File: config.mk
export PLATFORM = sky130hd
export DESIGN_NAME = ppm_bank
export DESIGN_NICKNAME = d
export VERILOG_FILES = /design/src/rtl/ppm_pkg.sv /design/src/rtl/ppm_timebase.sv /design/src/rtl/ppm_bank.sv
export SDC_FILE = /design/constraint.sdc
export NUM_CORES = 1
export LEC_CHECK = 0
export BUFFER_PORTS_ARGS = -buffer_cell sky130_fd_sc_hd__buf_4
export CORE_MARGIN = 4
export CORE_UTILIZATION = 50
export DETAILED_ROUTE_END_ITERATION = 7
export GPL_ROUTABILITY_DRIVEN = 1
export PLACE_DENSITY = 0.69
export SETUP_SLACK_MARGIN = 0.2
export SLEW_MARGIN = 20
export SYNTH_ARGS = -nofsm -noshare
export SYNTH_HDL_FRONTEND = slang
export SYNTH_SLANG_ARGS = --single-unit
File: constraint.sdc
create_clock -name CLK -period 6.45 [get_ports CLK]
set_input_delay 0.645 -clock CLK [delete_from_list [all_inputs] [get_ports CLK]]
set_output_delay 0.645 -clock CLK [all_outputs]
set_load 0.005 [all_outputs]
File: src/rtl/ppm_pkg.sv
// ---------------------------------------------------------------------------
// ppm_pkg
// Shared constants for the PPM/servo output bank: control/status register
// bit positions, the frame counter field offset and a helper returning the
// register offset of the control register for a given channel count.
// No ports (package).
// ---------------------------------------------------------------------------
package ppm_pkg;

    // Control/status register bit positions
    localparam int CTRL_ARM_BIT      = 0;
    localparam int CTRL_FAILSAFE_BIT = 1;
    localparam int CTRL_ARMED_BIT    = 2;

    // LSB of the 16-bit frame counter field in the status readback
    localparam int FRAME_CNT_LSB     = 16;

    // The control register sits directly after the last channel register
    function automatic int ctrl_offset(input int channels);
        return channels;
    endfunction

endpackage

File: src/rtl/ppm_timebase.sv
// ---------------------------------------------------------------------------
// ppm_timebase
// Microsecond timebase for the PPM bank. A prescaler divides the CPU clock
// down to a 1 us tick, us_cnt counts ticks through one frame and wraps, and
// frame_start pulses for one clock on the tick where us_cnt wraps to 0.
// A free-running 16-bit frame counter advances on every frame start.
//
// Ports:
//   clk         in   CPU clock
//   rst_n       in   asynchronous active-low reset
//   us_cnt      out  current microsecond position in the frame (registered)
//   frame_start out  one-cycle pulse, high in the cycle before us_cnt wraps
//   frame_cnt   out  frame counter modulo 2^16 (registered)
// ---------------------------------------------------------------------------
module ppm_timebase #(
    parameter int TICK_DIV = 50,
    parameter int FRAME_US = 20000,
    localparam int US_W    = $clog2(FRAME_US)
) (
    input  logic            clk,
    input  logic            rst_n,
    output logic [US_W-1:0] us_cnt,
    output logic            frame_start,
    output logic [15:0]     frame_cnt
);

    localparam int PW = (TICK_DIV > 1) ? $clog2(TICK_DIV) : 1;

    logic [PW-1:0] pre_cnt;
    logic          tick;

    assign tick        = (pre_cnt == PW'(TICK_DIV - 1));
    assign frame_start = tick && (us_cnt == US_W'(FRAME_US - 1));

    // Prescaler, microsecond counter and frame counter. frame_start is
    // combinational so that everything latched "at frame start" in the
    // parent updates on the same edge as us_cnt wrapping to 0.
    always_ff @(posedge clk or negedge rst_n) begin
        if (!rst_n) begin
            pre_cnt   <= '0;
            us_cnt    <= '0;
            frame_cnt <= '0;
        end else begin
            if (tick) begin
                pre_cnt <= '0;
            end else begin
                pre_cnt <= pre_cnt + PW'(1);
            end

            if (frame_start) begin
                us_cnt    <= '0;
                frame_cnt <= frame_cnt + 16'd1;
            end else if (tick) begin
                us_cnt <= us_cnt + US_W'(1);
            end
        end
    end

endmodule

File: src/rtl/ppm_bank.sv
// ---------------------------------------------------------------------------
// ppm_bank
// Multi-channel PPM/servo pulse generator on the CPU data bus. Each channel
// has a shadow register written by the bus (clamped to MAX_VAL) and an
// active register loaded from the shadow at every frame start, so a pulse
// never changes mid-frame. An ARM bit gates all outputs from the next frame
// start. A write watchdog forces all channels to minimum throttle when no
// channel has been written for WDOG_FRAMES consecutive frames.
//
// Ports:
//   CLK       in   CPU clock, sole clock
//   RESET_N   in   asynchronous active-low reset
//   WE        in   bus write strobe, one cycle per write
//   ADDR      in   0..CHANNELS-1 channel values, CHANNELS control/status
//   WD        in   32-bit write data
//   RD        out  combinational read data for ADDR
//   PPM       out  registered pulse outputs, one per channel
//   FAILSAFE  out  high while the watchdog has tripped
// ---------------------------------------------------------------------------
module ppm_bank
    import ppm_pkg::*;
#(
    parameter int CHANNELS    = 4,
    parameter int VAL_W       = 10,
    parameter int MAX_VAL     = 1000,
    parameter int TICK_DIV    = 50,
    parameter int MIN_US      = 1000,
    parameter int FRAME_US    = 20000,
    parameter int WDOG_FRAMES = 25,
    localparam int AW         = $clog2(CHANNELS + 1)
) (
    input  logic                CLK,
    input  logic                RESET_N,
    input  logic                WE,
    input  logic [AW-1:0]       ADDR,
    input  logic [31:0]         WD,
    output logic [31:0]         RD,
    output logic [CHANNELS-1:0] PPM,
    output logic                FAILSAFE
);

    localparam int US_W = $clog2(FRAME_US);
    localparam int WW   = $clog2(WDOG_FRAMES + 1);

    localparam logic [AW-1:0]    CTRL_ADDR = AW'(ctrl_offset(CHANNELS));
    localparam logic [VAL_W-1:0] MAX_V     = VAL_W'(MAX_VAL);
    localparam logic [WW-1:0]    WDOG_LIM  = WW'(WDOG_FRAMES);

    // Reject parameter sets that cannot produce a sane frame
    if (FRAME_US <= MIN_US + MAX_VAL) begin : g_bad_frame
        $error("ppm_bank: FRAME_US must exceed MIN_US + MAX_VAL");
    end
    if (CHANNELS < 1 || CHANNELS > 16) begin : g_bad_channels
        $error("ppm_bank: CHANNELS must be in 1..16");
    end
    if (VAL_W < 1 || VAL_W > 32 || MAX_VAL >= (64'd1 << VAL_W)) begin : g_bad_val
        $error("ppm_bank: MAX_VAL must fit in VAL_W bits (VAL_W <= 32)");
    end
    if (TICK_DIV < 1 || WDOG_FRAMES < 1) begin : g_bad_div
        $error("ppm_bank: TICK_DIV and WDOG_FRAMES must be at least 1");
    end

    logic [VAL_W-1:0]    shadow [CHANNELS];
    logic [VAL_W-1:0]    act    [CHANNELS];
    logic                arm;
    logic                armed_act;
    logic                failsafe;
    logic [WW-1:0]       wd_cnt;
    logic [WW-1:0]       wd_inc;
    logic [US_W-1:0]     us_cnt;
    logic                frame_start;
    logic [15:0]         frame_cnt;
    logic                chan_we;
    logic                ctrl_we;
    logic [VAL_W-1:0]    wr_raw;
    logic [VAL_W-1:0]    wr_val;
    logic [CHANNELS-1:0] ppm_next;
    logic [CHANNELS-1:0] ppm_q;
    logic [31:0]         rd_data;
    logic                unused_wd;

    ppm_timebase #(
        .TICK_DIV (TICK_DIV),
        .FRAME_US (FRAME_US)
    ) u_timebase (
        .clk         (CLK),
        .rst_n       (RESET_N),
        .us_cnt      (us_cnt),
        .frame_start (frame_start),
        .frame_cnt   (frame_cnt)
    );

    assign chan_we   = WE && (ADDR < CTRL_ADDR);
    assign ctrl_we   = WE && (ADDR == CTRL_ADDR);
    assign wr_raw    = WD[VAL_W-1:0];
    assign wr_val    = (wr_raw > MAX_V) ? MAX_V : wr_raw;
    assign wd_inc    = (wd_cnt == WDOG_LIM) ? wd_cnt : wd_cnt + WW'(1);
    assign unused_wd = &{1'b0, WD};

    // Register file, frame latch and watchdog. The frame latch uses the
    // registered failsafe, so the frame on which the watchdog trips still
    // carries normal values and minimum throttle starts one frame later.
    // A channel write on the expiry frame start takes priority over the
    // watchdog increment.
    always_ff @(posedge CLK or negedge RESET_N) begin
        if (!RESET_N) begin
            for (int i = 0; i < CHANNELS; i++) begin
                shadow[i] <= '0;
                act[i]    <= '0;
            end
            arm       <= 1'b0;
            armed_act <= 1'b0;
            failsafe  <= 1'b0;
            wd_cnt    <= '0;
        end else begin
            for (int i = 0; i < CHANNELS; i++) begin
                if (chan_we && (ADDR == AW'(i))) begin
                    shadow[i] <= wr_val;
                end
            end

            if (ctrl_we) begin
                arm <= WD[CTRL_ARM_BIT];
            end

            if (frame_start) begin
                armed_act <= arm;
                for (int i = 0; i < CHANNELS; i++) begin
                    act[i] <= failsafe ? '0 : shadow[i];
                end
            end

            if (chan_we) begin
                wd_cnt   <= '0;
                failsafe <= 1'b0;
            end else if (frame_start) begin
                wd_cnt <= wd_inc;
                if (wd_inc == WDOG_LIM) begin
                    failsafe <= 1'b1;
                end
            end
        end
    end

    // Output comparators: every channel is high from us_cnt 0 until its
    // MIN_US + value threshold, and only while the frame is armed
    always_comb begin
        ppm_next = '0;
        for (int i = 0; i < CHANNELS; i++) begin
            ppm_next[i] = armed_act &&
                          (32'(us_cnt) < (32'(MIN_US) + 32'(act[i])));
        end
    end

    // Outputs are registered, one cycle behind the comparator inputs
    always_ff @(posedge CLK or negedge RESET_N) begin
        if (!RESET_N) begin
            ppm_q <= '0;
        end else begin
            ppm_q <= ppm_next;
        end
    end

    // Bus readback: zero-extended shadow values, the control/status word,
    // and zero for any address past the control register
    always_comb begin
        rd_data = '0;
        for (int i = 0; i < CHANNELS; i++) begin
            if (ADDR == AW'(i)) begin
                rd_data = 32'(shadow[i]);
            end
        end
        if (ADDR == CTRL_ADDR) begin
            rd_data[CTRL_ARM_BIT]             = arm;
            rd_data[CTRL_FAILSAFE_BIT]        = failsafe;
            rd_data[CTRL_ARMED_BIT]           = armed_act;
            rd_data[FRAME_CNT_LSB +: 16]      = frame_cnt;
        end
    end

    assign RD       = rd_data;
    assign PPM      = ppm_q;
    assign FAILSAFE = failsafe;

endmodule

-- Yosys cells after proc, flatten, opt, wreduce, memory -nomap -nowiden
Cells that the tools add are included.
W data, S select, Z words.
- register bits after elaboration: 129
- input bits: 38
- output and inout bits: 37
- logic and storage cells: 74
- add/sub/neg operators: 8
- magnitude comparators: 6
- eq/ne operators: 8
- muxes and demuxes: 20
- reduce and logical (&&, ||, !) cells: 16
- operators by type and width (kind ; count):
    $mux W32 ; 3
    $lt A15 B11 Y1 ; 4
    $mux W10 ; 6
    $add A10 B10 Y11 const A ; 4
    $mux W15 ; 2
    $add A16 B1 Y16 const B ; 1
    $mux W16 ; 1
    $add A15 B1 Y15 const B ; 1
    $eq A15 B15 Y1 const B ; 1
    $mux W5 ; 3
    $logic_and A1 B1 Y1 ; 11
    $eq A5 B5 Y1 const B ; 2
    $gt A10 B10 Y1 const B ; 1
    $add A6 B1 Y6 const B ; 1
    $eq A3 B2 Y1 const B ; 2
    $eq A6 B6 Y1 const B ; 1
    $mux W6 ; 1
    $reduce_bool A2 Y1 ; 3
    $add A5 B1 Y5 const B ; 1
    $eq A3 B1 Y1 const B ; 1
    $eq A3 B3 Y1 const B ; 1
    $logic_not A3 Y1 ; 1
    $lt A3 B3 Y1 const B ; 1
    $mux W1 ; 3
    2 further kinds ; 2

-- Logic depth before layout (Yosys ltp)
Gate-level depths: netlist (run 1).
- word-level depth: 6
- gate-level depth with buffers: 10
- gate-level depth less buffers: 8

-- By module
From an unflattened synthesis (run 1), not the netlist that was laid out.
- cells, all modules: 740
- area total of the unflattened synthesis: 7395.8 um^2
- by module, submodules not included (module ; instances ; cells an instance ; area each (um^2) ; seq. area each (um^2)):
    ppm_bank ; 1 ; 572 ; 5594.1 ; 2302.2
    ppm_timebase ; 1 ; 168 ; 1801.7 ; 925.9

-- Worst setup path after synthesis (run 1)
OpenSTA, ideal clock, no wires.
- path type: input port to output port
- from: input port ADDR[0]
- to: output port RD[3]
- arrival: 2.068 ns
- data required time: 5.805 ns
- slack: 3.737 ns
- stages on the path: 4
- path buffers: 2
- path through: clkbuf_1 buf_1 mux4_2 nor2b_1
- word-level cells in the longest chain between the ends: 5
- elaborated cells between the ends (all ways): 8
- those cells by class: eq/ne: 3; mux: 4; reduce/logical: 1
- ends and longest elaborated chain (what ; RTL line ; source):
    start: declaration ; ppm_bank.sv:35 ; input logic [AW-1:0] ADDR,
    $logic_not A3 Y1 ; ppm_bank.sv:169 ; if (ADDR == AW'(i)) begin
    $mux W10 ; ppm_bank.sv:169 ;
    $mux W32 (2 in series) ; ppm_bank.sv:169 ;
    $mux W32 * ; ppm_bank.sv:169 ;
    end: declaration ; ppm_bank.sv:37 ; output logic [31:0] RD,
Mark *: on every way between the ends. The rest lies on a longest branch, timed or not.

-- Worst setup path after layout (run 1)
- from: register u_timebase.us_cnt[7]
- to: register u_timebase.frame_cnt[10]
- word-level cells in the longest chain between the ends: 2
- ends and longest elaborated chain (what ; RTL line ; source):
    start: declaration ; ppm_timebase.sv:22 ; output logic [US_W-1:0] us_cnt,
    start signal: assignment ; ppm_timebase.sv:54 ; us_cnt <= us_cnt + US_W'(1);
    $eq A15 B15 Y1 ; ppm_timebase.sv:33 ; assign frame_start = tick && (us_cnt == US_W'(FRAME_US - 1));
    $logic_and A1 B1 Y1 ; ppm_timebase.sv:33 ;
    end signal: assignment ; ppm_timebase.sv:52 ; frame_cnt <= frame_cnt + 16'd1;
    end: declaration ; ppm_timebase.sv:24 ; output logic [15:0] frame_cnt
No other way between the ends.
A chain may end at the register's enable or synchronous reset.

==> results of run 1 <==
[flip-flops by register name, summed over array words and instances, names as in the netlist]
| register | count |
|---|---|
| wd_cnt | 5 |
| u_timebase.frame_cnt | 16 |
| u_timebase.pre_cnt | 6 |
| shadow | 40 |
| u_timebase.us_cnt | 15 |
| FAILSAFE | 1 |
| arm | 1 |
| PPM | 4 |
| armed_act | 1 |
| act | 40 |
[power by group]
| group | internal, uW | switching (uW) | leakage (uW) | total, uW |
|---|---|---|---|---|
| logic | 72.8 | 67.0 | 0.00197 | 140 |
| registers | 862 | 50.3 | 0.00172 | 912 |
| clock network | 572 | 372 | 0.000284 | 944 |
| total | 1510 | 489 | 0.00398 | 2000 |
[metrics by stage]
step                      power (uW)  area (sq um)
after floorplan                  990          7210
after global placement          1050          7650
after detailed placement        1060          7650
after CTS                       2010          8230
after global routing            2070          8240
final                           2000          8240
[metal layers]
layer	up-vias	global-route usage, %	part of all wire (%)
li1	2639	-	-
met3	23	4.75	3.5
met5	-	0	0
met1	2672	29.6	47
met2	101	33.4	48
met4	0	6.80	1.9
[synthesized netlist by cell type, drive strengths merged, types with 2 or more instances]
master   count
o21a        13
nand4        7
and4         3
or4          2
ha          50
buf         11
xor2        14
clkbuf      26
nor4         4
mux4        10
o21bai       4
mux2        16
a21oi       14
nand2      143
xnor2       34
a2111oi      5
nor3b        4
or3         10
nand3       19
o21ai       45
nand3b      41
nand2b       5
o211ai       5
dfrtp      129
nor2        21
inv         20
and2        18
a211oi      10
nor2b       10
a31oi        5
nor3        14
and3         3
nor4bb       2
or4b         2
[area by class of cell]
| type | instances | area (sq um) | share of cell area [%] |
|---|---|---|---|
| sequential | 129 | 3230 | 39.2 |
| timing repair buffer | 49 | 368 | 4.47 |
| tap | 180 | 225 | 2.73 |
| clock buffer | 17 | 425 | 5.16 |
| multi-input combinational | 549 | 3760 | 45.6 |
| clock inverter | 15 | 160 | 1.94 |
| inverter | 20 | 75.1 | 0.911 |
[how the worst min path moves through the flow]
stage	from	endpoint	slack, ns
after floorplan	RESET_N	FAILSAFE	0.35
after global placement	u_timebase.frame_cnt[15]	u_timebase.frame_cnt[15]	0.45
after detailed placement	u_timebase.frame_cnt[15]	u_timebase.frame_cnt[15]	0.46
after CTS	RESET_N	shadow[25]	0.34
after global routing	RESET_N	act[26]	0.38
final	RESET_N	act[26]	0.31
[cells by family (layout without fill, tap and decap cells)]
| logic type | after synthesis | in the layout | share of synthesized area, % |
|---|---|---|---|
| AO/OA/AOI/OAI | 106 | 106 | 9.08 |
| adder cells (fa/ha/maj) | 50 | 50 | 8.69 |
| other | 1 | 6 | 0.0521 |
| XOR/XNOR | 48 | 48 | 5.84 |
| buffers and inverters | 57 | 101 | 3.43 |
| flip-flops | 129 | 129 | 44.9 |
| AND/OR/NAND/NOR | 313 | 313 | 22.4 |
| multiplexers | 26 | 26 | 5.63 |
==> flow_summary.rst, run 1 <==
.. list-table::
   :header-rows: 1

   * - Metric
     - Value
   * - Outcome
     - finished clean
   * - Number of sinks handled by clock tree synthesis
     - 129
   * - Fin worst setup slack
     - about 3.8 ns
   * - Number of hold-repair buffers added at the cts stage
     - 0
   * - Warnings, synthesis
     - 0
   * - Most area-consuming cells after synthesis
     - sky130_fd_sc_hd__dfrtp_1 (45%), sky130_fd_sc_hd__ha_1 (8.7%), sky130_fd_sc_hd__nand2_1 (7.4%)
   * - Dominant cell type by area after synthesis
     - sky130_fd_sc_hd__dfrtp_1
   * - TNS Setup
     - 0 ns
   * - Final Critical Period
     - 2.63 ns
   * - Post-route DRC violation count
     - 0
   * - Clock tree from TritonCTS
     - yes
   * - Maximum clock frequency
     - between 300 and 400 MHz
   * - Cells traversed along the worst timing path
     - nand4bb_1, or4_4, or3_1, buf_4, nor4_1, xor2_1
   * - Number of antenna violations at the first check in global routing
     - 0
   * - Worst hold path type
     - in2async
   * - Final Net Count
     - 854
   * - Category of cells accounting for the largest share of critical-path delay
     - simple AND/OR/NAND/NOR gates
   * - Final ANT Viol Nets
     - 0
   * - Horiz. Die Dim
     - 128 um
   * - Count of buffers inserted at the top-level ports
     - 46
   * - Area growth, synth to finish
     - 14.5%
   * - Placer congestion estimate
     - 0.851
   * - Placement Rows
     - 43
   * - Clock insertion delay at the later pin of the skew report
     - 0.42 ns
   * - Slew Limit Fails
     - 0
   * - Register-to-Register Setup Slack
     - 3.82 ns
   * - Area share of the largest cell type after synthesis
     - approximately 45%
   * - Number of iterations in the first detailed-routing pass
     - 4
   * - Number of top-level pins
     - 75
   * - Count of maximum capacitance violations
     - 0
   * - Commonest cells after routing, fill and taps aside
     - sky130_fd_sc_hd__nand2_1 (142), sky130_fd_sc_hd__dfrtp_1 (129), sky130_fd_sc_hd__ha_1 (50), sky130_fd_sc_hd__buf_4 (49), sky130_fd_sc_hd__o21ai_0 (45)
   * - Arrival time reported for the critical path endpoint
     - 2.97 ns
   * - Half-perimeter wire length of the detailed placement result
     - 11,500 um
   * - Normalized max-slew margin
     - 32.6%
   * - Fraction of the yosys area taken by sequential cells
     - around 45%
   * - R2r startpoint
     - u_timebase.us_cnt[7]
   * - Clk buf depth
     - 2
   * - Critical Path Slowest Stage Cell
     - sky130_fd_sc_hd__dfrtp_1
   * - Inserted Clock Buffers
     - 17
   * - PwrDens
     - 242 nW/um^2
   * - Tightest hold margin
     - 0.308 ns
   * - Number of vias after detailed routing
     - 5,435
   * - Hold Fails Final Rpt
     - 0
   * - Overflow left after global routing
     - 0
   * - CTS HTree Levels
     - 4
   * - Starting density of the core
     - 51.4%
   * - Unrepaired setup endpoints after global routing
     - false
   * - Wire length of the first global-routing pass
     - 27,600 um
   * - Number of cells on the worst reg-to-reg path
     - 6
   * - Capture point of the worst reg-to-reg path
     - u_timebase.frame_cnt[10]
   * - Most used DFF post-synth
     - sky130_fd_sc_hd__dfrtp_1
   * - Kind of critical path
     - reg2reg
   * - Yosys cell types
     - 51
   * - Post-layout utilization of the core
     - 58.9%
   * - DR iter-0 viols
     - 466
   * - Most common library cell in the layout ignoring fill and taps
     - sky130_fd_sc_hd__nand2_1
   * - Worst path buffer plus inverter count
     - 1
   * - Largest fanout of any net on the critical path
     - 50
   * - Critical path data required time
     - around 6.8 ns
   * - Die outline area
     - roughly 16,000 sq um
   * - Final Instance Count excl. Fillers
     - 959
   * - Type of destination of the critical path
     - flip-flop
   * - Setup-failing EPs final
     - 0
   * - Avg Vias per Cell
     - about 5.7
   * - EDFF count, synth
     - 0
   * - Yosys reg bits
     - 129
   * - Final clock skew
     - 0.00953 ns
   * - Netlist area before placement
     - 7200 sq um
   * - Largest stage delay on the critical path
     - 0.51 ns
   * - Largest net degree at the start of global routing
     - 68
   * - Startpoint class of the critical path
     - flip-flop
   * - Share of synthesized registers carrying an async set or reset
     - 100%
   * - Via count of the first global-routing pass
     - ~5,500
   * - Peak ir drop on the vdd network
     - 163 uV
   * - Layout cells sized above 1
     - 14.5%
   * - Critical path depth
     - 6
   * - Period utilisation layout
     - 40.8%
   * - CP Launch Point
     - u_timebase.us_cnt[7]
   * - Placeable core area
     - around 14,000 sq um
   * - Root Buffer
     - sky130_fd_sc_hd__clkbuf_16
   * - Post-CTS Resized
     - 0
   * - Fillers
     - 1,195
   * - Wire per inst
     - between 15 and 20 um
   * - Clock transition at the registers of the reported paths
     - 0.06 ns
   * - Critical path capture point
     - u_timebase.frame_cnt[10]
   * - Antenna Cells
     - 0
   * - Average cell area after synthesis
     - 9.86 sq um
   * - Measured slew at the worst slew-check pin
     - 1.00 ns
   * - Final WL
     - 16,200 um
   * - Static leakage
     - between 0.003 and 0.004 uW
   * - Synth Instances
     - between 700 and 800
   * - Global routing usage summed across all routing layers
     - 21.3%
   * - Post-placement cell count
     - 927
   * - Number of buffers added for setup after CTS
     - 0
   * - Post-place setup slack
     - 3.71 ns
   * - Height of the die
     - 128 um
No activity file was read; power rests on OpenSTA's default activity.
==> run 2, diff against run 1 <==
--- a/config.mk
+++ b/config.mk
@@ -5,12 +5,13 @@
 export SDC_FILE = /design/constraint.sdc
 export NUM_CORES = 1
 export LEC_CHECK = 0
+export ABC_AREA = 1
 export BUFFER_PORTS_ARGS = -buffer_cell sky130_fd_sc_hd__buf_4
 export CORE_MARGIN = 4
 export CORE_UTILIZATION = 50
 export DETAILED_ROUTE_END_ITERATION = 7
 export GPL_ROUTABILITY_DRIVEN = 1
-export PLACE_DENSITY = 0.69
+export PLACE_DENSITY = 0.72
 export SETUP_SLACK_MARGIN = 0.2
 export SLEW_MARGIN = 20
 export SYNTH_ARGS = -nofsm -noshare
==> constraint.sdc (replaced) <==
create_clock -name CLK -period 2.4 [get_ports CLK]
set_input_delay 0.24 -clock CLK [delete_from_list [all_inputs] [get_ports CLK]]
set_output_delay 0.24 -clock CLK [all_outputs]
set_load 0.005 [all_outputs]
==> flow_summary.rst, run 2 <==
.. list-table::
   :header-rows: 1

   * - Metric
     - Value
   * - Power share of the combinational group
     - 6.7% (was 7.0%)
   * - Endpoint of the worst hold-timing path
     - arm
   * - Count of buffers inserted at the top-level ports
     - 46 (unchanged)
   * - Clock transition at the registers of the reported paths
     - 0.06 ns (about the same)
   * - Share of synthesized area spent on multiplexers
     - 0% (was 5.63%)
   * - Inserted Clock Buffers
     - 17 (unchanged)
   * - Fillers
     - 1,315 (was 1,195)
   * - Layout cells sized above 1
     - 13.2% (was 14.5%)
   * - Total Power
     - 5510 uW (was 2000 uW)
   * - Fraction of the mapped netlist area in adder cells
     - 8.43% (was 8.69%)
   * - Cell types with the highest counts after synthesis
     - sky130_fd_sc_hd__nand2_1 (216), sky130_fd_sc_hd__dfrtp_1 (129), sky130_fd_sc_hd__o21ai_0 (93) (was sky130_fd_sc_hd__nand2_1 (142), sky130_fd_sc_hd__dfrtp_1 (129), sky130_fd_sc_hd__ha_1 (50))
   * - Via count of the first global-routing pass
     - 5,944 (was 5,514)
   * - Type of destination of the critical path
     - flip-flop (unchanged)
   * - Warnings, synthesis
     - 0 (unchanged)
   * - Count of maximum capacitance violations
     - 0 (unchanged)
   * - P_sw
     - 1290 uW (was 489 uW)
   * - Static leakage
     - 0.00439 uW (was 0.00398 uW)
   * - EDFF count, synth
     - 0 (unchanged)
   * - Placeable core area
     - 14,500 sq um (was 14,000 sq um)
   * - M1 wire length
     - 7810 um (was 7540 um)
   * - Clock insertion delay at the later pin of the skew report
     - 0.42 ns (about the same)
   * - Most used DFF post-synth
     - sky130_fd_sc_hd__dfrtp_1 (unchanged)
   * - Die outline area
     - 16,800 sq um (was 16,400 sq um)
   * - Horiz. Die Dim
     - 130 um (was 128 um)
   * - Most area-consuming cells after synthesis
     - sky130_fd_sc_hd__dfrtp_1 (44%), sky130_fd_sc_hd__nand2_1 (11%), sky130_fd_sc_hd__ha_1 (8.4%) (was sky130_fd_sc_hd__dfrtp_1 (45%), sky130_fd_sc_hd__ha_1 (8.7%), sky130_fd_sc_hd__nand2_1 (7.4%))
   * - Register-to-Register Setup Slack
     - 0.28 ns (was 3.82 ns)
   * - Final Critical Period
     - 2.12 ns (was 2.63 ns)
   * - PwrDens
     - 636 nW/um^2 (was 242 nW/um^2)
   * - Period utilisation layout
     - 88.3% (was 40.8%)
   * - Post-layout utilization of the core
     - 59.5% (was 58.9%)
   * - Antenna Cells
     - 0 (unchanged)
   * - Clock tree from TritonCTS
     - yes (unchanged)
   * - Commonest cells after routing, fill and taps aside
     - sky130_fd_sc_hd__nand2_1 (216), sky130_fd_sc_hd__dfrtp_1 (129), sky130_fd_sc_hd__inv_1 (92), sky130_fd_sc_hd__o21ai_0 (92), sky130_fd_sc_hd__nor2_1 (73) (was sky130_fd_sc_hd__nand2_1 (142), sky130_fd_sc_hd__dfrtp_1 (129), sky130_fd_sc_hd__ha_1 (50), sky130_fd_sc_hd__buf_4 (49), sky130_fd_sc_hd__o21ai_0 (45))
   * - R2r startpoint
     - act[33] (was u_timebase.us_cnt[7])
   * - Clk buf depth
     - 2 (unchanged)
   * - Most common library cell in the layout ignoring fill and taps
     - sky130_fd_sc_hd__nand2_1 (unchanged)
   * - Final Net Count
     - 1,054 (was 854)
   * - Fraction of synthesized cell area in xor and xnor cells
     - 4.49% (was 5.84%)
   * - Met3 routed wirelength
     - 750 um (was 568 um)
   * - Highest routing layer actually used
     - met4 (unchanged)
   * - Count of cells along the worst hold path
     - 3
   * - Post-route DRC violation count
     - 0 (unchanged)
   * - Setup-failing EPs final
     - 0 (unchanged)
   * - Number of antenna violations at the first check in global routing
     - 0 (unchanged)
   * - DR iter-0 viols
     - 402 (was 466)
   * - Placement Rows
     - 44 (was 43)
   * - Yosys reg bits
     - 129 (unchanged)
   * - Root Buffer
     - sky130_fd_sc_hd__clkbuf_16 (unchanged)
   * - Net switching share of the total power
     - 23.5% (was 24.5%)
   * - Critical path data required time
     - 2.75 ns (was 6.79 ns)
   * - Wire per inst
     - 14.7 um (was 16.9 um)
   * - Arrival time reported for the critical path endpoint
     - 2.46 ns (was 2.97 ns)
   * - Internal Dissipation
     - 4210 uW (was 1510 uW)
   * - Outcome
     - finished clean (unchanged)
   * - Normalized max-slew margin
     - 57.8% (was 32.6%)
   * - Starting density of the core
     - 51.0% (was 51.4%)
   * - Half-perimeter wire length of the detailed placement result
     - 12,400 um (was 11,500 um)
   * - Post-synthesis compound-gate area fraction
     - 12.0% (was 9.08%)
   * - Worst hold path type
     - in2reg (was in2async)
   * - Number of cells on the worst reg-to-reg path
     - 10 (was 6)
   * - Share of synthesized registers carrying an async set or reset
     - 100% (unchanged)
   * - Netlist area before placement
     - 7420 sq um (was 7200 sq um)
   * - Final clock skew
     - 0.0103 ns (was 0.00953 ns)
   * - Global routing usage summed across all routing layers
     - 21.5% (was 21.3%)
   * - Overflow left after global routing
     - 0 (unchanged)
   * - Unrepaired setup endpoints after global routing
     - true (was false)
   * - Number of iterations in the first detailed-routing pass
     - 5 (was 4)
   * - Met2 wire length
     - 8210 um (was 7770 um)
   * - Measured slew at the worst slew-check pin
     - 0.633 ns (was 1.00 ns)
   * - Final WL
     - 17,100 um (was 16,200 um)
   * - Largest family of logic cells by synthesized area
     - simple AND/OR/NAND/NOR gates (unchanged)
   * - Final ANT Viol Nets
     - 0 (unchanged)
   * - Startpoint of the lowest-slack hold path
     - WD[0]
   * - Capture point of the worst reg-to-reg path
     - PPM[0] (was u_timebase.frame_cnt[10])
   * - Number of sinks handled by clock tree synthesis
     - 129 (unchanged)
   * - Top Registers
     - act: 40 flops, shadow: 40 flops, u_timebase.frame_cnt: 16 flops (unchanged)
   * - Average cell area after synthesis
     - 8.16 sq um (was 9.86 sq um)
   * - Synth Instances
     - 909 (was 730)
   * - Avg Vias per Cell
     - 5.32 (was 5.67)
   * - Number of vias after detailed routing
     - 6,181 (was 5,435)
   * - Largest fanout of any net on the critical path
     - 4 (was 50)
   * - Hold Fails Final Rpt
     - 0 (unchanged)
   * - Largest net degree at the start of global routing
     - 52 (was 68)
   * - Most numerous cell in the Yosys netlist
     - sky130_fd_sc_hd__nand2_1 (unchanged)
   * - Multi-input combinational cell area
     - 3710 sq um (was 3760 sq um)
   * - Maximum clock frequency
     - 472 MHz (was 380 MHz)
   * - Startpoint class of the critical path
     - flip-flop (unchanged)
   * - Slew Limit Fails
     - 0 (unchanged)
   * - Peak ir drop on the vdd network
     - 542 uV (was 163 uV)
   * - Post-synthesis simple-gate area fraction
     - 24.0% (was 22.4%)
   * - Dominant cell type by area after synthesis
     - sky130_fd_sc_hd__dfrtp_1 (unchanged)
   * - Area growth, synth to finish
     - 16.7% (was 14.5%)
   * - Yosys cell types
     - 37 (was 51)
   * - Wire length of the first global-routing pass
     - 28,800 um (was 27,600 um)
   * - Area share of the largest cell type after synthesis
     - 43.5% (was 44.9%)
   * - Placer congestion estimate
     - 0.856 (was 0.851)
   * - Share of total power in the clock network
     - 49.4% (was 47.3%)
   * - Kind of critical path
     - reg2reg (unchanged)
   * - Number of top-level pins
     - 75 (unchanged)
   * - Fraction of the yosys area taken by sequential cells
     - 43.5% (was 44.9%)
   * - TNS Setup
     - 0 ns (unchanged)
   * - Sequential group share of total power
     - 43.9% (was 45.7%)
   * - CTS HTree Levels
     - 4 (unchanged)
   * - Storage cell area
     - 3230 sq um (unchanged)
   * - Height of the die
     - 130 um (was 128 um)
-- run 2: cell count changes in the layout (fill, tap and decap cells not counted), sizes merged, moves of 24 or more --
| cell | change |
|---|---|
| nand2 | +73 |
| nor2 | +58 |
| inv | +76 |
| xnor2 | -24 |
| nand3b | -39 |
| nand3 | +44 |
| o21ai | +49 |
-- run 2: power by group through the flow --
| stage | Combinational, uW | Clock, uW | Sequential (uW) |
|---|---|---|---|
| after floorplan | 205 | 0 | 2420 |
| after global placement | 359 | 0 | 2450 |
| after detailed placement | 368 | 0 | 2450 |
| after CTS | 374 | 2760 | 2410 |
| after global routing | 424 | 2860 | 2440 |
| final | 367 | 2720 | 2420 |
-- run 2: cells by family (layout without fill, tap and decap cells) --
group,count (synthesis),after routing
and+or+nand+nor,410,410
AOI/OAI and AO/OA,153,153
DFF,129,129
buffers and inverters,128,192
adders and majority gates,50,50
xor gates and xnor gates,38,38
other,1,6
-- run 2: what timing repair did --
action | in CTS | in global routing
hold endpoints to repair | 41 | 0
resized for setup | 0 | 14
setup buffers | 0 | 2
setup endpoints to repair | 0 | 6
hold buffers | 1 | 0
-- run 2: worst max path at each step --
| stage | end | slack (ns) | startpoint |
|---|---|---|---|
| 6_report | PPM[0] | 0.28 | act[33] |
| 3_5_place_dp | PPM[1] | 0.22 | act[23] |
| 2_1_floorplan | PPM[1] | 0.39 | act[23] |
| 5_1_grt | PPM[1] | 0.15 | act[23] |
| 4_1_cts | PPM[1] | 0.20 | act[23] |
| 3_3_place_gp | PPM[1] | 0.24 | act[23] |
-- run 2: layer usage --
metal / up-vias / track usage (%)
met1: 2906 / 29.3
met2: 143 / 35.1
li1: 3104 / -
met4: 0 / 6.17
met5: - / 0
met3: 28 / 4.46
-- run 2: critical path: stages, from the launching register on --
cell,delay [ns]
sky130_fd_sc_hd__dfrtp_1,0.41
sky130_fd_sc_hd__ha_1,0.23
sky130_fd_sc_hd__or3_4,0.34
sky130_fd_sc_hd__nor3_2,0.16
sky130_fd_sc_hd__xnor2_1,0.15
sky130_fd_sc_hd__ha_1,0.25
sky130_fd_sc_hd__nand2_1,0.06
sky130_fd_sc_hd__inv_1,0.05
sky130_fd_sc_hd__a211oi_1,0.23
sky130_fd_sc_hd__nand2_1,0.08
sky130_fd_sc_hd__nor2_1,0.08
-- run 2: metrics by stage --
stage	std cells	hold slack, ns	cell area (sq um)	setup slack, ns
global placement	1128	0.285	7940	0.245
CTS	1160	0.0774	8580	0.205
finish	1162	0.0972	8650	0.282
floorplan	914	-0.0556	7440	0.393
global route	1162	0.128	8650	0.149
detailed placement	1128	0.291	7940	0.217
-- run 2: cell type report --
| class | instances | area share (%) |
|---|---|---|
| clock buffers | 19 | 5.12 |
| clock inverters | 12 | 2.08 |
| inverters | 98 | 4.25 |
| multi-input cells | 657 | 42.9 |
| flip-flops and latches | 129 | 37.3 |
| well taps | 184 | 2.66 |
| repair buffers | 63 | 5.68 |
==> run 3, diff against run 2 <==
--- a/config.mk
+++ b/config.mk
@@ -9,8 +9,10 @@
 export BUFFER_PORTS_ARGS = -buffer_cell sky130_fd_sc_hd__buf_4
 export CORE_MARGIN = 4
 export CORE_UTILIZATION = 50
+export CTS_CLUSTER_DIAMETER = 150
 export DETAILED_ROUTE_END_ITERATION = 7
 export GPL_ROUTABILITY_DRIVEN = 1
+export MAX_ROUTING_LAYER = met4
 export PLACE_DENSITY = 0.72
 export SETUP_SLACK_MARGIN = 0.2
 export SLEW_MARGIN = 20
==> flow_summary.rst, run 3 (synthesis gave the netlist of run 2 again) <==
.. list-table::
   :header-rows: 1

   * - Metric
     - Value
   * - Static leakage
     - 0.00439 uW (unchanged)
   * - Area growth, synth to finish
     - 16.7% (unchanged)
   * - Final Critical Period
     - 2.12 ns (about the same)
   * - Count of maximum capacitance violations
     - 0 (unchanged)
   * - Category of cells accounting for the largest share of critical-path delay
     - simple AND/OR/NAND/NOR gates (unchanged)
   * - Placement Rows
     - 44 (unchanged)
   * - Cells traversed along the worst timing path
     - ha_1, or3_4, nor3_2, xnor2_1, ha_1, nand2_1, inv_1, a211oi_1, nand2_1, nor2_1 (unchanged)
   * - Type of destination of the critical path
     - flip-flop (unchanged)
   * - Number of antenna violations at the first check in global routing
     - 0 (unchanged)
   * - Starting density of the core
     - 51.0% (unchanged)
   * - Wire length of the first global-routing pass
     - 28,800 um (about the same)
   * - Placeable core area
     - 14,500 sq um (unchanged)
   * - Number of top-level pins
     - 75 (unchanged)
   * - CTS HTree Levels
     - 4 (unchanged)
   * - Kind of critical path
     - reg2reg (unchanged)
   * - R2r startpoint
     - act[33] (unchanged)
   * - Critical path depth
     - 10 (unchanged)
   * - Register-to-Register Setup Slack
     - 0.28 ns (about the same)
   * - DR iter-0 viols
     - 414 (was 402)
   * - Final WL
     - 17,100 um (about the same)
   * - Number of vias after detailed routing
     - 6,136 (was 6,181)
   * - Final Net Count
     - 1,054 (unchanged)
   * - Clk buf depth
     - 2 (unchanged)
   * - Normalized max-slew margin
     - 57.4% (was 57.8%)
   * - Global routing usage summed across all routing layers
     - 22.2% (was 21.5%)
   * - Critical path data required time
     - 2.75 ns (about the same)
   * - Number of cells on the worst reg-to-reg path
     - 10 (unchanged)
   * - Avg Vias per Cell
     - 5.28 (was 5.32)
   * - Unrepaired setup endpoints after global routing
     - true (unchanged)
   * - Wire per inst
     - 14.7 um (about the same)
   * - Post-layout utilization of the core
     - 59.5% (unchanged)
   * - Clock insertion delay at the later pin of the skew report
     - 0.42 ns (about the same)
   * - Largest stage delay on the critical path
     - 0.41 ns (about the same)
   * - Post-route DRC violation count
     - 0 (unchanged)
   * - Outcome
     - finished clean (unchanged)
   * - Worst hold path type
     - in2reg (unchanged)
   * - Fillers
     - 1,315 (unchanged)
   * - Placer congestion estimate
     - 0.869 (was 0.856)
   * - Final ANT Viol Nets
     - 0 (unchanged)
   * - TNS Setup
     - 0 ns (unchanged)
   * - Clock tree from TritonCTS
     - yes (unchanged)
   * - Height of the die
     - 130 um (unchanged)
   * - Top Registers
     - act: 40 flops, shadow: 40 flops, u_timebase.frame_cnt: 16 flops (unchanged)
   * - Measured slew at the worst slew-check pin
     - 0.639 ns (was 0.633 ns)
   * - Worst path buffer plus inverter count
     - 1 (unchanged)
   * - Hold Fails Final Rpt
     - 0 (unchanged)
   * - Via count of the first global-routing pass
     - 5,935 (was 5,944)
   * - Period utilisation layout
     - 88.2% (was 88.3%)
   * - Commonest cells after routing, fill and taps aside
     - sky130_fd_sc_hd__nand2_1 (216), sky130_fd_sc_hd__dfrtp_1 (129), sky130_fd_sc_hd__inv_1 (92), sky130_fd_sc_hd__o21ai_0 (92), sky130_fd_sc_hd__nor2_1 (73) (unchanged)
   * - Count of buffers inserted at the top-level ports
     - 46 (unchanged)
   * - Startpoint class of the critical path
     - flip-flop (unchanged)
   * - Largest fanout of any net on the critical path
     - 4 (unchanged)
   * - Overflow left after global routing
     - 0 (unchanged)
   * - Slew Limit Fails
     - 0 (unchanged)
   * - Capture point of the worst reg-to-reg path
     - PPM[0] (unchanged)
   * - Horiz. Die Dim
     - 130 um (unchanged)
   * - Antenna Cells
     - 0 (unchanged)
   * - Clock transition at the registers of the reported paths
     - 0.06 ns (about the same)
   * - Number of iterations in the first detailed-routing pass
     - 5 (unchanged)
   * - Die outline area
     - 16,800 sq um (unchanged)
   * - Startpoint of the lowest-slack hold path
     - WD[0] (unchanged)
   * - Half-perimeter wire length of the detailed placement result
     - 12,400 um (unchanged)
   * - Peak ir drop on the vdd network
     - 540 uV (was 542 uV)
   * - Critical Path Slowest Stage Cell
     - sky130_fd_sc_hd__dfrtp_1 (unchanged)
   * - Maximum clock frequency
     - 472 MHz (about the same)
   * - Largest net degree at the start of global routing
     - 52 (unchanged)
   * - PwrDens
     - 637 nW/um^2 (was 636 nW/um^2)
   * - Layout cells sized above 1
     - 13.2% (unchanged)
   * - Critical path capture point
     - PPM[0] (unchanged)
   * - Total Power
     - 5510 uW (about the same)
   * - Setup-failing EPs final
     - 0 (unchanged)
   * - CP Launch Point
     - act[33] (unchanged)
   * - Inserted Clock Buffers
     - 17 (unchanged)
   * - Arrival time reported for the critical path endpoint
     - 2.46 ns (about the same)
   * - Most common library cell in the layout ignoring fill and taps
     - sky130_fd_sc_hd__nand2_1 (unchanged)
   * - Number of sinks handled by clock tree synthesis
     - 129 (unchanged)
   * - Final clock skew
     - 0.0106 ns (was 0.0103 ns)
   * - Root Buffer
     - sky130_fd_sc_hd__clkbuf_16 (unchanged)
[run 3: cell counts in the layout (fill, tap and decap cells not counted)]
Identical to the previous run, type by type.
[run 3: worst min path at each step]
stage	end	slack (ns)	cells after the start
after floorplan	FAILSAFE	-0.06	0
after global placement	u_timebase.pre_cnt[2]	0.28	1
after detailed placement	u_timebase.pre_cnt[2]	0.29	1
after CTS	arm	0.08	3
after global routing	arm	0.13	3
final	arm	0.09	3
[run 3: through the flow]
stage               cells  cell area (sq um)  worst slack (ns)  hold WS [ns]
finish               1162               8650             0.282        0.0946
global route         1162               8650             0.149         0.128
CTS                  1160               8580             0.205        0.0774
detailed placement   1128               7940             0.217         0.291
global placement     1128               7940             0.245         0.285
floorplan             914               7440             0.393       -0.0556
[run 3: worst min-delay path: cells and delay by family]
family | cells | cell delay [ns]
AOI/OAI and AO/OA | 1 | 0.10
buffers and inverters | 1 | 0.09
and+or+nand+nor | 1 | 0.04
[run 3: repair_timing]
action,in CTS,in global routing
endpoints found under the setup margin,0,6
resized for setup,0,14
hold buffers,1,0
hold endpoints to repair,41,0
setup buffers,0,2
[run 3: cell type report]
cell class	count	area (sq um)	share of cell area [%]
flip-flops and latches	129	3230	37.3
inverters	98	368	4.25
well taps	184	230	2.66
multi-input cells	657	3710	42.9
clock inverters	12	180	2.08
clock buffers	19	443	5.12
repair buffers	63	492	5.68
[run 3: routing by layer]
metal | global-route usage [%] | vias up | part of all wire (%)
met1 | 29.5 | 2881 | 46
met5 | - | - | 0
met2 | 35.0 | 126 | 48
met4 | 6.17 | 0 | 1.5
met3 | 4.42 | 24 | 4.3
li1 | - | 3105 | -
[run 3: power by group]
part	switching (uW)	internal [uW]	total, uW
logic	224	143	367
clock network	959	1760	2720
registers	111	2310	2420
total	1290	4210	5510
